$ cat config.mk
export PLATFORM = sky130hd
export DESIGN_NAME = dma_ctrl
export DESIGN_NICKNAME = d
export VERILOG_FILES = /design/src/rtl/dma_ctrl.sv
export SDC_FILE = /design/constraint.sdc
export NUM_CORES = 1
export LEC_CHECK = 0
export ABC_AREA = 1
export ABC_CLOCK_PERIOD_IN_PS = 9800
export CAP_MARGIN = 20
export CORE_MARGIN = 2
export CORE_UTILIZATION = 27
export DETAILED_ROUTE_END_ITERATION = 16
export SETUP_SLACK_MARGIN = 0.3
export SKIP_LAST_GASP = 1
export SLEW_MARGIN = 30
export SYNTH_ARGS = -nofsm -noshare
export SYNTH_HDL_FRONTEND = slang
export SYNTH_SLANG_ARGS = --single-unit
$ cat constraint.sdc
create_clock -name clk -period 9.8 [get_ports clk]
set_input_delay 1.96 -clock clk [delete_from_list [all_inputs] [get_ports clk]]
set_output_delay 1.96 -clock clk [all_outputs]
set_load 0.03 [all_outputs]
$ cat src/rtl/dma_ctrl.sv
// dma_ctrl: memory-to-memory DMA sequencing engine acting as an AXI master.
//
// Latches DMAEN/DMASRC/DMADST/DMALEN from the DMA register block, then copies
// the block as alternating INCR read bursts (into a local buffer) and write
// bursts (out of it). Bursts are clipped so they never cross a 4 KB boundary
// on either side. DMA_interrupt is raised on completion and held until DMAEN
// is cleared.
//
// Optional feature macro: DMA_ERR_CHECK_EN
//   defined   : non-OKAY RResp/BResp sets DMA_err and ends the transfer early.
//   undefined : responses are ignored and DMA_err is tied low.
//
// Ports:
//   clk, rst                  clock, synchronous active-high reset
//   DMAEN                     start request (high) / interrupt clear (low)
//   DMASRC, DMADST, DMALEN    byte addresses (word aligned) and length in words
//   M_AR*, M_R*               AXI read address / read data channels
//   M_AW*, M_W*, M_B*         AXI write address / write data / response channels
//   DMA_interrupt             transfer complete
//   DMA_err                   response error seen during the transfer

`ifndef AXI_ID_BITS
`define AXI_ID_BITS 4
`endif
`ifndef AXI_ADDR_BITS
`define AXI_ADDR_BITS 32
`endif
`ifndef AXI_LEN_BITS
`define AXI_LEN_BITS 4
`endif
`ifndef AXI_SIZE_BITS
`define AXI_SIZE_BITS 3
`endif
`ifndef AXI_DATA_BITS
`define AXI_DATA_BITS 32
`endif
`ifndef AXI_STRB_BITS
`define AXI_STRB_BITS 4
`endif

module dma_ctrl #(
   parameter int unsigned MAX_BURST = 16
) (
   input  logic                       clk,
   input  logic                       rst,
   input  logic                       DMAEN,
   input  logic [31:0]                DMASRC,
   input  logic [31:0]                DMADST,
   input  logic [31:0]                DMALEN,
   // read address channel
   output logic [`AXI_ID_BITS-1:0]    M_ARID,
   output logic [`AXI_ADDR_BITS-1:0]  M_ARAddr,
   output logic [`AXI_LEN_BITS-1:0]   M_ARLen,
   output logic [`AXI_SIZE_BITS-1:0]  M_ARSize,
   output logic [1:0]                 M_ARBurst,
   output logic                       M_ARValid,
   input  logic                       M_ARReady,
   // read data channel
   input  logic [`AXI_DATA_BITS-1:0]  M_RData,
   input  logic [1:0]                 M_RResp,
   input  logic                       M_RLast,
   input  logic                       M_RValid,
   output logic                       M_RReady,
   // write address channel
   output logic [`AXI_ID_BITS-1:0]    M_AWID,
   output logic [`AXI_ADDR_BITS-1:0]  M_AWAddr,
   output logic [`AXI_LEN_BITS-1:0]   M_AWLen,
   output logic [`AXI_SIZE_BITS-1:0]  M_AWSize,
   output logic [1:0]                 M_AWBurst,
   output logic                       M_AWValid,
   input  logic                       M_AWReady,
   // write data channel
   output logic [`AXI_DATA_BITS-1:0]  M_WData,
   output logic [`AXI_STRB_BITS-1:0]  M_WStrb,
   output logic                       M_WLast,
   output logic                       M_WValid,
   input  logic                       M_WReady,
   // write response channel
   input  logic [1:0]                 M_BResp,
   input  logic                       M_BValid,
   output logic                       M_BReady,
   // status
   output logic                       DMA_interrupt,
   output logic                       DMA_err
);

   localparam int unsigned LEN_W = $clog2(MAX_BURST) + 1;
   localparam int unsigned IDX_W = (MAX_BURST > 1) ? $clog2(MAX_BURST) : 1;

   typedef enum logic [2:0] {
      IDLE, RADDR, RDATA, WADDR, WDATA, WRESP, DONE
   } state_t;

   state_t                     state;
   logic [31:0]                src_q;
   logic [31:0]                dst_q;
   logic [31:0]                rem_q;
   logic [LEN_W-1:0]           len_q;
   logic [LEN_W-1:0]           len_m1_q;
   logic [LEN_W-1:0]           cnt_q;
   logic                       ar_valid_q;
   logic                       r_ready_q;
   logic                       aw_valid_q;
   logic                       w_valid_q;
   logic                       w_last_q;
   logic [`AXI_DATA_BITS-1:0]  w_data_q;
   logic                       b_ready_q;
   logic                       irq_q;
   logic [`AXI_DATA_BITS-1:0]  buf_q [MAX_BURST];

   logic [LEN_W-1:0]           cnt_nxt;
   logic [31:0]                nxt_src;
   logic [31:0]                nxt_dst;
   logic [31:0]                nxt_rem;
   logic [LEN_W-1:0]           start_len;
   logic [LEN_W-1:0]           next_len;
   logic                       r_err_c;
   logic                       b_err_c;
   logic                       unused_in;

   // Beats for one burst: min(remaining, MAX_BURST, words left in either 4 KB page).
   function automatic logic [LEN_W-1:0] burst_len(input logic [31:0] s,
                                                  input logic [31:0] d,
                                                  input logic [31:0] r);
      logic [31:0] n;
      logic [31:0] s_room;
      logic [31:0] d_room;
      n      = 32'(MAX_BURST);
      s_room = 32'd1024 - 32'(s[11:2]);
      d_room = 32'd1024 - 32'(d[11:2]);
      if (s_room < n) n = s_room;
      if (d_room < n) n = d_room;
      if (r < n)      n = r;
      return LEN_W'(n);
   endfunction

   assign cnt_nxt   = cnt_q + LEN_W'(1);
   assign nxt_src   = src_q + (32'(len_q) << 2);
   assign nxt_dst   = dst_q + (32'(len_q) << 2);
   assign nxt_rem   = rem_q - 32'(len_q);
   assign start_len = burst_len(DMASRC, DMADST, DMALEN);
   assign next_len  = burst_len(nxt_src, nxt_dst, nxt_rem);

   // An R error anywhere in the burst (err_q already set, or this beat) aborts the write.
`ifdef DMA_ERR_CHECK_EN
   logic err_q;
   assign r_err_c   = err_q || (M_RResp != 2'b00);
   assign b_err_c   = (M_BResp != 2'b00);
   assign DMA_err   = err_q;
   assign unused_in = M_RLast;
`else
   assign r_err_c   = 1'b0;
   assign b_err_c   = 1'b0;
   assign DMA_err   = 1'b0;
   assign unused_in = ^{M_RLast, M_RResp, M_BResp};
`endif

   // Sequencer: state plus all registered channel controls.
   always_ff @(posedge clk) begin
      if (rst) begin
         state      <= IDLE;
         src_q      <= '0;
         dst_q      <= '0;
         rem_q      <= '0;
         len_q      <= '0;
         len_m1_q   <= '0;
         cnt_q      <= '0;
         ar_valid_q <= 1'b0;
         r_ready_q  <= 1'b0;
         aw_valid_q <= 1'b0;
         w_valid_q  <= 1'b0;
         w_last_q   <= 1'b0;
         w_data_q   <= '0;
         b_ready_q  <= 1'b0;
         irq_q      <= 1'b0;
`ifdef DMA_ERR_CHECK_EN
         err_q      <= 1'b0;
`endif
      end else begin
         case (state)
            IDLE: begin
               if (DMAEN) begin
                  src_q <= {DMASRC[31:2], 2'b00};
                  dst_q <= {DMADST[31:2], 2'b00};
                  rem_q <= DMALEN;
                  if (DMALEN == 32'd0) begin
                     state <= DONE;
                     irq_q <= 1'b1;
                  end else begin
                     state      <= RADDR;
                     ar_valid_q <= 1'b1;
                     len_q      <= start_len;
                     len_m1_q   <= start_len - LEN_W'(1);
`ifdef DMA_ERR_CHECK_EN
                     err_q      <= 1'b0;
`endif
                  end
               end
            end

            RADDR: begin
               if (M_ARReady) begin
                  ar_valid_q <= 1'b0;
                  r_ready_q  <= 1'b1;
                  cnt_q      <= '0;
                  state      <= RDATA;
               end
            end

            // Beat count, not RLast, ends the burst.
            RDATA: begin
               if (M_RValid) begin
`ifdef DMA_ERR_CHECK_EN
                  if (M_RResp != 2'b00) err_q <= 1'b1;
`endif
                  if (cnt_q == len_m1_q) begin
                     cnt_q     <= '0;
                     r_ready_q <= 1'b0;
                     if (r_err_c) begin
                        state <= DONE;
                        irq_q <= 1'b1;
                     end else begin
                        state      <= WADDR;
                        aw_valid_q <= 1'b1;
                     end
                  end else begin
                     cnt_q <= cnt_nxt;
                  end
               end
            end

            // First write beat is preloaded here so WData is valid from cycle one.
            WADDR: begin
               if (M_AWReady) begin
                  aw_valid_q <= 1'b0;
                  w_valid_q  <= 1'b1;
                  w_data_q   <= buf_q[0];
                  w_last_q   <= (len_m1_q == '0);
                  cnt_q      <= '0;
                  state      <= WDATA;
               end
            end

            WDATA: begin
               if (M_WReady) begin
                  if (w_last_q) begin
                     w_valid_q <= 1'b0;
                     w_last_q  <= 1'b0;
                     b_ready_q <= 1'b1;
                     cnt_q     <= '0;
                     state     <= WRESP;
                  end else begin
                     cnt_q    <= cnt_nxt;
                     w_data_q <= buf_q[cnt_nxt[IDX_W-1:0]];
                     w_last_q <= (cnt_nxt == len_m1_q);
                  end
               end
            end

            WRESP: begin
               if (M_BValid) begin
                  b_ready_q <= 1'b0;
                  src_q     <= nxt_src;
                  dst_q     <= nxt_dst;
                  rem_q     <= nxt_rem;
                  if (b_err_c || (nxt_rem == 32'd0)) begin
`ifdef DMA_ERR_CHECK_EN
                     if (b_err_c) err_q <= 1'b1;
`endif
                     state <= DONE;
                     irq_q <= 1'b1;
                  end else begin
                     state      <= RADDR;
                     ar_valid_q <= 1'b1;
                     len_q      <= next_len;
                     len_m1_q   <= next_len - LEN_W'(1);
                  end
               end
            end

            DONE: begin
               if (!DMAEN) begin
                  irq_q <= 1'b0;
                  state <= IDLE;
               end
            end

            default: state <= IDLE;
         endcase
      end
   end

   // Burst buffer; contents are don't-care until written, so no reset.
   always_ff @(posedge clk) begin
      if (state == RDATA && M_RValid)
         buf_q[cnt_q[IDX_W-1:0]] <= M_RData;
   end

   assign M_ARID        = '0;
   assign M_ARAddr      = `AXI_ADDR_BITS'(src_q);
   assign M_ARLen       = `AXI_LEN_BITS'(len_m1_q);
   assign M_ARSize      = `AXI_SIZE_BITS'(3'b010);
   assign M_ARBurst     = 2'b01;
   assign M_ARValid     = ar_valid_q;
   assign M_RReady      = r_ready_q;

   assign M_AWID        = '0;
   assign M_AWAddr      = `AXI_ADDR_BITS'(dst_q);
   assign M_AWLen       = `AXI_LEN_BITS'(len_m1_q);
   assign M_AWSize      = `AXI_SIZE_BITS'(3'b010);
   assign M_AWBurst     = 2'b01;
   assign M_AWValid     = aw_valid_q;

   assign M_WData       = w_data_q;
   assign M_WStrb       = '1;
   assign M_WLast       = w_last_q;
   assign M_WValid      = w_valid_q;
   assign M_BReady      = b_ready_q;

   assign DMA_interrupt = irq_q;

endmodule
---- Word level (Yosys, flattened, before mapping) ----
Memory sizes are Yosys's and may differ from the RTL's.
Index checks and enable logic that the tools add are counted.
word-level totals
  latch bits .............................. 0
  memories ................................ 1
  bits in read-only memories .............. 0
  input bits .............................. 141
  register bits after elaboration ......... 153
  bits in writable memories ............... 512
memory list
  name   depth  bits a word  read ports  clocked after Yosys merged registers in  write ports  RTL line  RTL
  buf_q  16     32           2           0                                        1            109       logic [`AXI_DATA_BITS-1:0] buf_q [MAX_BURST];
cells by class
  equal/unequal tests ..................... 22
  reduce and logical (&&, ||, !) cells .... 25
  $add $sub $neg .......................... 10
  shift operators ......................... 0
  multiply operators ...................... 0
  muxes and demuxes ....................... 82
  bitwise logic cells ..................... 0
  div/mod/pow operators ................... 0
  magnitude comparators ................... 6
operator list
  kind                      number
  $mux W32                  13
  $pmux W32 S2              4
  $lt A32 B32 Y1            4
  $mux W5                   16
  $add A32 B7 Y32           2
  $logic_not A32 Y1         2
  $lt A32 B5 Y1 const B     2
  $sub A11 B10 Y12 const A  4
  $mux W3                   11
  $sub A32 B5 Y32           1
  $ne A2 B2 Y1 const B      14
  $mux W1                   27
  $pmux W3 S7               1
  $pmux W5 S2               2
  $pmux W5 S4               1
  $reduce_and A4 Y1         5
  $reduce_and A6 Y1         2
  $eq A5 B5 Y1              2
  $pmux W1 S2               5
  $reduce_and A5 Y1         2
  $reduce_bool A2 Y1        5
  $sub A5 B1 Y5 const B     2
  $eq A3 B3 Y1 const B      3
  $reduce_and A9 Y1         1
  other kinds (10)          14

---- Logic depth before layout (Yosys ltp) ----
Gate-level depths: netlist (run 1).
  depth in word-level cells ............... 12
  gate-level depth with buffers ........... 45
  depth with buffers taken out ............ 45

---- Worst setup path after synthesis (run 1) ----
No wires, ideal clock.
  path type ............................... input to register
  start point ............................. in DMASRC[2]
  end point ............................... reg len_m1_q[2]
  buffers on the path ..................... 1
  library setup time ...................... 0.116 ns
  setup slack ............................. 4.230 ns
  stages on the path ...................... 29
  arrival time ............................ 5.453 ns
  path through ............................ inv_1 -> ha_1 -> nand2_1 -> nor2_1 -> xor2_1 -> and2_1 -> buf_4 -> nand3b_1 -> ha_1 -> a21oi_1 -> a21oi_1 -> o21ai_2 -> nand2_2 -> inv_4 -> nand2_1 -> ha_1 -> a21oi_1 -> o21ai_0 -> nor3_1 -> nand2_2 -> nand2_1 -> nand3_1 -> nand2_2 -> inv_1 -> ha_1 -> nand3_1 -> nand3_1 -> o211ai_1 -> inv_1
between the ends
  longest elaborated chain between the ends .. 11
RTL lines
  element               RTL line  RTL
  from (decl)           47        input logic [31:0] DMASRC,
  $sub A11 B10 Y12 *    129       s_room = 32'd1024 - 32'(s[11:2]);
  $lt A32 B5 Y1         131       if (s_room < n) n = s_room;
  $mux W32 *            131
  $lt A32 B32 Y1        132       if (d_room < n) n = d_room;
  $mux W32 *            132
  $lt A32 B32 Y1        133       if (r < n) n = r;
  $mux W5 *             133
  $sub A5 B1 Y5 *       193       len_m1_q <= start_len - LEN_W'(1);
  $mux W5 *             186       if (DMALEN == 32'd0) begin
  $mux W5 *             182       if (DMAEN) begin
  $pmux W5 S2 *         180       case (state)
  to (signal assigned)  193
  to (signal assigned)  276       len_m1_q <= next_len - LEN_W'(1);
  to (decl)             99        logic [LEN_W-1:0] len_m1_q;
Mark *: on every way between the ends. The rest lies on a longest branch, timed or not. The select of a mux whose other input is x is not followed.
A chain may end at the register's enable or synchronous reset.

---- Final worst setup path (run 1) ----
  start point ............................. in DMADST[2]
  end point ............................... reg len_m1_q[2]
between the ends
  longest elaborated chain between the ends .. 9
RTL lines
  element             RTL line  RTL
  from (decl)         48        input logic [31:0] DMADST,
  $sub A11 B10 Y12 *  130       d_room = 32'd1024 - 32'(d[11:2]);
  $lt A32 B32 Y1      132
  $mux W32 *          132
  $lt A32 B32 Y1      133
  $mux W5 *           133
  $sub A5 B1 Y5 *     193
  $mux W5 *           186
  $mux W5 *           182
  $pmux W5 S2 *       180
Marks and branches as above.

==> flow_metrics.tcl, run 1 <==
set metrics [dict create \
    status "completed" \
    pwr-share-comb_pct 33.7 \
    rsz0062_at_grt "false" \
    p_sw_share_pct 37.0 \
    die_x_microns 344 \
    drt-pass1-iter-count 5 \
    synth_area_leaders "edfxtp_1 49%, dfxtp_1 9.5%, o21ai_0 6.3%, nand2_1 5.4%, nor2_1 4.7%" \
    yosysTopAreaCell "edfxtp_1" \
    synthMuxAreaShare_pct 0 \
    drc 0 \
    multi_input_area_sq_mm 0.0115 \
    synthAdderAreaFrac_pct 2.83 \
    slowest_stage "clkdlybuf4s50_1" \
    fin_nets 3543 \
    io_buffer_count 238 \
    area_delta_synth_final_pct 20.6 \
    grt_pass1_wl_microns 141000 \
    cts_setup_buffers 0 \
    core_sq_mm 0.115 \
    cts_tree "built" \
    ant_nets 0 \
    die_h_microns 344 \
    row_count 124 \
    h-tree-depth 3 \
    io_pins 275 \
    seqPwrFrac_pct 36.5 \
    final.setup.tns_ns 0 \
    drive_gt1_share_pct 7.69 \
    cp_data_arrival_time_ns 6.73 \
    synth_cells 3153 \
    fin_crit_sh_pct 63.4 \
    crit_top_cell "nand2_1" \
    fillerInstances 11700 \
    powerDensity_mw_per_mm2 251 \
    power.net_switching_uw 3510 \
    synth_compound_area_share_pct 16.0 \
    clock-sinks 661 \
    placed_cells 4769 \
    synth_cell_types 63 \
    antenna_found_initial 7 \
    netlist_area_sq_mm 0.0313 \
    peakVddDrop_mv 0.158 \
    max_freq_mhz 161 \
    synth_edf_count 512 \
    num_vias 24000 \
    slew_viol_final 0 \
    grt-ovfl-total 0 \
    synth_top_area_share_pct 49.2 \
    routedWlPerCell_microns 19.2 \
    avgSynthCellArea_sq_um 9.91 \
    diodes 0 \
    cap_violations 0 \
    vias_per_cell 4.90 \
    floorplan.initialDensity_pct 27.3 \
    numCtsBuffers 74 \
    cpPeakStageDelay_ns 0.53 \
    cp_max_fo 8 \
    fp.dieArea_sq_mm 0.118 \
    p_int_uw 5970 \
    synth-xor-area-share_pct 2.38 \
    hold_violations 0 \
    setup_violations 0 \
    drt-total-wl_microns 94400 \
    clkPwrFrac_pct 29.8 \
    grt_pass1_vias 22800 \
    required_ns 10.32 \
    yosys_warnings 0 \
    clk_pin_slew_ns 0.06 \
    ctsResizeCount 0 \
    power_leakage_uw 0.0132 \
    synthSimpleGateAreaFrac_pct 14.7 \
    min_path_type "flip-flop to flip-flop" \
    hpwl_microns 55100 \
    grt_max_degree 95 \
    asyncSetResetFlopFracSynth_pct 0 \
    cts_hold_buf 0 \
    drt_iter0_drc 1852 \
    min_period_ns 6.21 \
    synth_seq_cells 661 \
    critPathCaptureType "flip-flop" \
    fin_cells 4905 \
    synth_top_family_by_area "compound AO/OA/AOI/OAI gates" \
    ys.flop_type "edfxtp_1" \
    setup.worst_path.start_class "primary input" \
    gp_congestion 0.872 \
    seqCellArea_sq_mm 0.0184 \
    slew_headroom_pct 32.2 \
    grt_usage_pct 15.5 \
    worst_slew_pin_slew_ns 1.02 \
    root_buffer "clkbuf_16" \
    yosysMostFrequentCell "edfxtp_1" \
    fin_skew_ns 0.0345 \
    crit_type "primary input to flip-flop" \
    synth_seq_area_share_pct 58.7 \
    synth_common_cells "512 x edfxtp_1, 453 x nand2_1, 396 x o21ai_0, 391 x nor2_1, 234 x a21oi_1" \
    clk_path_buf_depth 3 \
    clk_latency_ns 0.65 \
]
==> sequential cells by signal, summed over array words and instances, names as in the netlist <==
name           cells
buf_q            512
M_WData           32
rem_q             32
M_ARAddr          30
M_AWAddr          30
cnt_q              5
len_m1_q           5
len_q              5
state              3
DMA_interrupt      1
M_ARValid          1
M_AWValid          1
M_BReady           1
M_RReady           1
M_WLast            1
M_WValid           1
==> kinds of logic after synthesis <==
family                     after synthesis
and+or+nand+nor                       1055
AOI/OAI and AO/OA                      875
DFF                                    661
buffers and inverters                  406
xor gates and xnor gates                85
adders and majority gates               69
other                                    2
==> placed cells by master, fill, tap and decap left out, drive strengths merged, types with 16 or more instances in the layout <==
cell type and instances:
xnor2 20, conb 41, o211ai 26, clkdlybuf4s50 237, a32o 33, inv 194, a21oi 236, o22ai 98
xor2 65, o21ai 402, edfxtp 512, dfxtp 149, o21bai 36, buf 37, nand4 17, clkinv 36
nor3 29, nand2 474, nor4 23, nand3 80, clkbuf 95, nor2 406, a221oi 16, ha 66
==> critical path: cells and delay by family <==
family	cells	cell delay, ns
xor gates and xnor gates	1	0.12
buffers and inverters	5	0.87
adders and majority gates	3	0.74
AOI/OAI and AO/OA	4	0.46
and+or+nand+nor	16	2.58
==> path summary, 6_finish.rpt <==
path,startpoint,endpoint,slack [ns],depth (start not counted)
max,DMADST[2],len_m1_q[2]$_SDFFE_PP0P_,3.59,29
min,M_WData[21]$_SDFFE_PP0P_,M_WData[21]$_SDFFE_PP0P_,0.46,2
max reg2reg,len_q[0]$_SDFFE_PP0P_,len_m1_q[2]$_SDFFE_PP0P_,3.76,32
min reg2reg,M_WData[21]$_SDFFE_PP0P_,M_WData[21]$_SDFFE_PP0P_,0.46,2
==> cell type report <==
class                           count  area share, %
Sequential cell                   661           48.7
Multi-Input combinational cell   2125           30.6
Timing Repair Buffer              274           7.06
Clock buffer                       95           5.42
Tap cell                         1512           5.02
Inverter                          197           1.99
Clock inverter                     41           1.22
==> layer usage <==
metal	wire length, microns	global-route usage (%)
met5	53	0
met4	1810	3.59
met3	6330	2.83
met2	43800	25.3
met1	42400	21.3
==> power groups by stage <==
stage	clock network, uW	registers, uW	logic, uW
final	2820	3460	3200
after global routing	2990	3480	3580
after CTS	2890	3450	3200
after detailed placement	0	3510	3180
after global placement	0	3510	3120
after floorplan	0	3630	2080
==> metrics by stage <==
step / setup WS [ns] / hold slack, ns / instance area [sq um] / total power [uW] / utilization, %
after global placement: 2.98 / 0.451 / 35200 / 6630 / 30.7
after floorplan: 4.23 / 0.450 / 31400 / 5710 / -
after global routing: 3.07 / 0.486 / 37700 / 10100 / 32.9
final: 3.59 / 0.464 / 37700 / 9470 / 32.9
after CTS: 3.64 / 0.462 / 37700 / 9540 / 32.9
after detailed placement: 2.99 / 0.453 / 35200 / 6690 / 30.7
(Power assumes the default switching activity.)
==> run 2: changes to the inputs <==
ABC_CLOCK_PERIOD_IN_PS = 5740   (was 9800)
clock period = 5.74 ns   (was 9.8 ns; I/O delays follow)
==> run 2 against run 1 <==
First-iteration DRC count rose by 3.5%. Setup slack got worse by 3.0 ns. Final area rose by 1.7%. Total power rose by 78%. Die area did not move. Global-route usage rose by 0.10 points. Wire length rose by 0.90%. Register-to-register slack got worse by 3.2 ns. Critical path depth rose by 9. Core utilization rose by 0.57 points. Sequential cell count did not move. Clock skew fell by 0.0032 ns. Critical path type is now flip-flop to flip-flop. Critical endpoint unchanged.
==> flow_metrics.tcl, run 2 (synthesis gave the netlist of run 1 again) <==
set metrics [dict create \
    slew_headroom_pct 31.5 \
    crit_type "flip-flop to flip-flop" \
    io_buffer_count 238 \
    hpwl_microns 57800 \
    drt_iter0_drc 1917 \
    drt-pass1-iter-count 5 \
    vias_per_cell 4.92 \
    cts_tree "built" \
    drt-total-wl_microns 95300 \
    max_freq_mhz 193 \
    largest_register_ffs 512 \
    final_common_cell "edfxtp_1" \
    fin_nets 3571 \
    setup.worst_path.start_class "flip-flop" \
    rsz0062_at_grt "false" \
    drc 0 \
    die_h_microns 344 \
    fin_area_sq_mm 0.0383 \
    slowest_stage "fa_2" \
    area_delta_synth_final_pct 22.7 \
    num_vias 24200 \
    peakVddDrop_mv 0.267 \
    fp.dieArea_sq_mm 0.118 \
    antenna_found_initial 14 \
    drive_gt1_share_pct 9.96 \
    min_path_type "flip-flop to flip-flop" \
    grt_max_degree 217 \
    worst_slew_pin_slew_ns 1.03 \
    core_sq_mm 0.115 \
    numCtsBuffers 73 \
    crit_top_cell "nand2_1" \
    grt_pass1_wl_microns 142000 \
    cts_hold_buf 0 \
    required_ns 6.26 \
    clk_latency_ns 0.64 \
    h-tree-depth 3 \
    routedWlPerCell_microns 19.3 \
    critPathCaptureType "flip-flop" \
    slew_viol_final 0 \
    cp_max_fo 5 \
    whs_path_depth 2 \
    floorplan.initialDensity_pct 27.3 \
    reg2reg_depth 38 \
    final_cell_mix "512 x edfxtp_1, 444 x nand2_1, 392 x o21ai_0" \
    place_area_sq_mm 0.0354 \
    cap_violations 0 \
    ant_nets 0 \
    cp_data_arrival_time_ns 5.71 \
    row_count 124 \
    fin_crit_sh_pct 90.4 \
    grt_pass1_vias 23100 \
    cpPeakStageDelay_ns 0.40 \
    hold_slack_ns 0.464 \
    fin_skew_ns 0.0313 \
    grt_usage_pct 15.6 \
    min_period_ns 5.19 \
    status "completed" \
    powerDensity_mw_per_mm2 439 \
    die_x_microns 344 \
    power_leakage_uw 0.0134 \
    clock-sinks 661 \
    setup_violations 0 \
    grt-ovfl-total 0 \
    hold_violations 0 \
    final.setup.tns_ns 0 \
    io_pins 275 \
    clk_pin_slew_ns 0.06 \
    gp_congestion 0.860 \
    root_buffer "clkbuf_16" \
    clk_path_buf_depth 3 \
]
==> run 2: cell count changes in the layout (fill, tap and decap cells not counted), moves of 6 or more <==
cell      change
buf_4        +20
clkinv_1     -16
ha_1          -8
clkbuf_8      -7
nor2_1        -7
nand2_1       -6
nor2_2        +6
==> run 2: per-stage QoR <==
| step | power [uW] | utilization, % | setup slack, ns | instances |
|---|---|---|---|---|
| 4_1_cts | 16500 | 33.2 | 0.318 | 4915 |
| 3_5_place_dp | 11400 | 30.9 | 0.0501 | 4784 |
| 2_1_floorplan | 9750 | - | 0.687 | 3192 |
| 5_1_grt | 17800 | 33.5 | 0.201 | 4928 |
| 6_report | 16800 | 33.5 | 0.552 | 4929 |
| 3_3_place_gp | 11400 | 30.8 | 0.0586 | 4780 |
==> run 2: area by class of cell <==
cell class,count,area [sq um]
well taps,1512,1890
clock buffers,96,2060
fillers,11500,76200
multi-input cells,2126,11700
inverters,197,753
diodes,2,5.00
flip-flops and latches,661,18400
clock inverters,33,508
repair buffers,302,3010
==> run 2: worst paths after layout <==
kind / from / endpoint / slack [ns]
worst max-delay path: len_q[0]$_SDFFE_PP0P_ / len_m1_q[2]$_SDFFE_PP0P_ / 0.55
worst min register to register: M_WData[7]$_SDFFE_PP0P_ / M_WData[7]$_SDFFE_PP0P_ / 0.46
worst max register to register: len_q[0]$_SDFFE_PP0P_ / len_m1_q[2]$_SDFFE_PP0P_ / 0.55
worst min-delay path: M_WData[7]$_SDFFE_PP0P_ / M_WData[7]$_SDFFE_PP0P_ / 0.46
==> run 2: where the power goes <==
group | internal [uW] | total [uW] | switching (uW)
combinational | 2190 | 5930 | 3740
sequential | 5490 | 5920 | 431
clock | 2930 | 4980 | 2050
total | 10600 | 16800 | 6220
==> run 2: repair_timing <==
item,CTS,global route
gates cloned,0,1
pin swaps,1,22
gates resized for setup,5,55
buffers inserted,2,9
setup endpoints to repair,3,10
==> run 2: critical path, delay by kind of cell (launching register included) <==
family | cells | cell delay (ns)
AO/OA/AOI/OAI | 3 | 0.28
XOR/XNOR | 1 | 0.21
adder cells (fa/ha/maj) | 5 | 1.25
buffers and inverters | 5 | 0.42
flip-flops | 1 | 0.37
AND/OR/NAND/NOR | 24 | 2.49
==> run 2: metal layers <==
layer	global-route usage [%]	wire length (microns)	part of all wire (%)	vias up
li1	-	-	-	11500
met4	4.28	2540	2.7	14
met1	21.0	41400	43	11700
met5	0	85	0.089	-
met2	25.3	44300	46	832
met3	3.36	6960	7.3	159
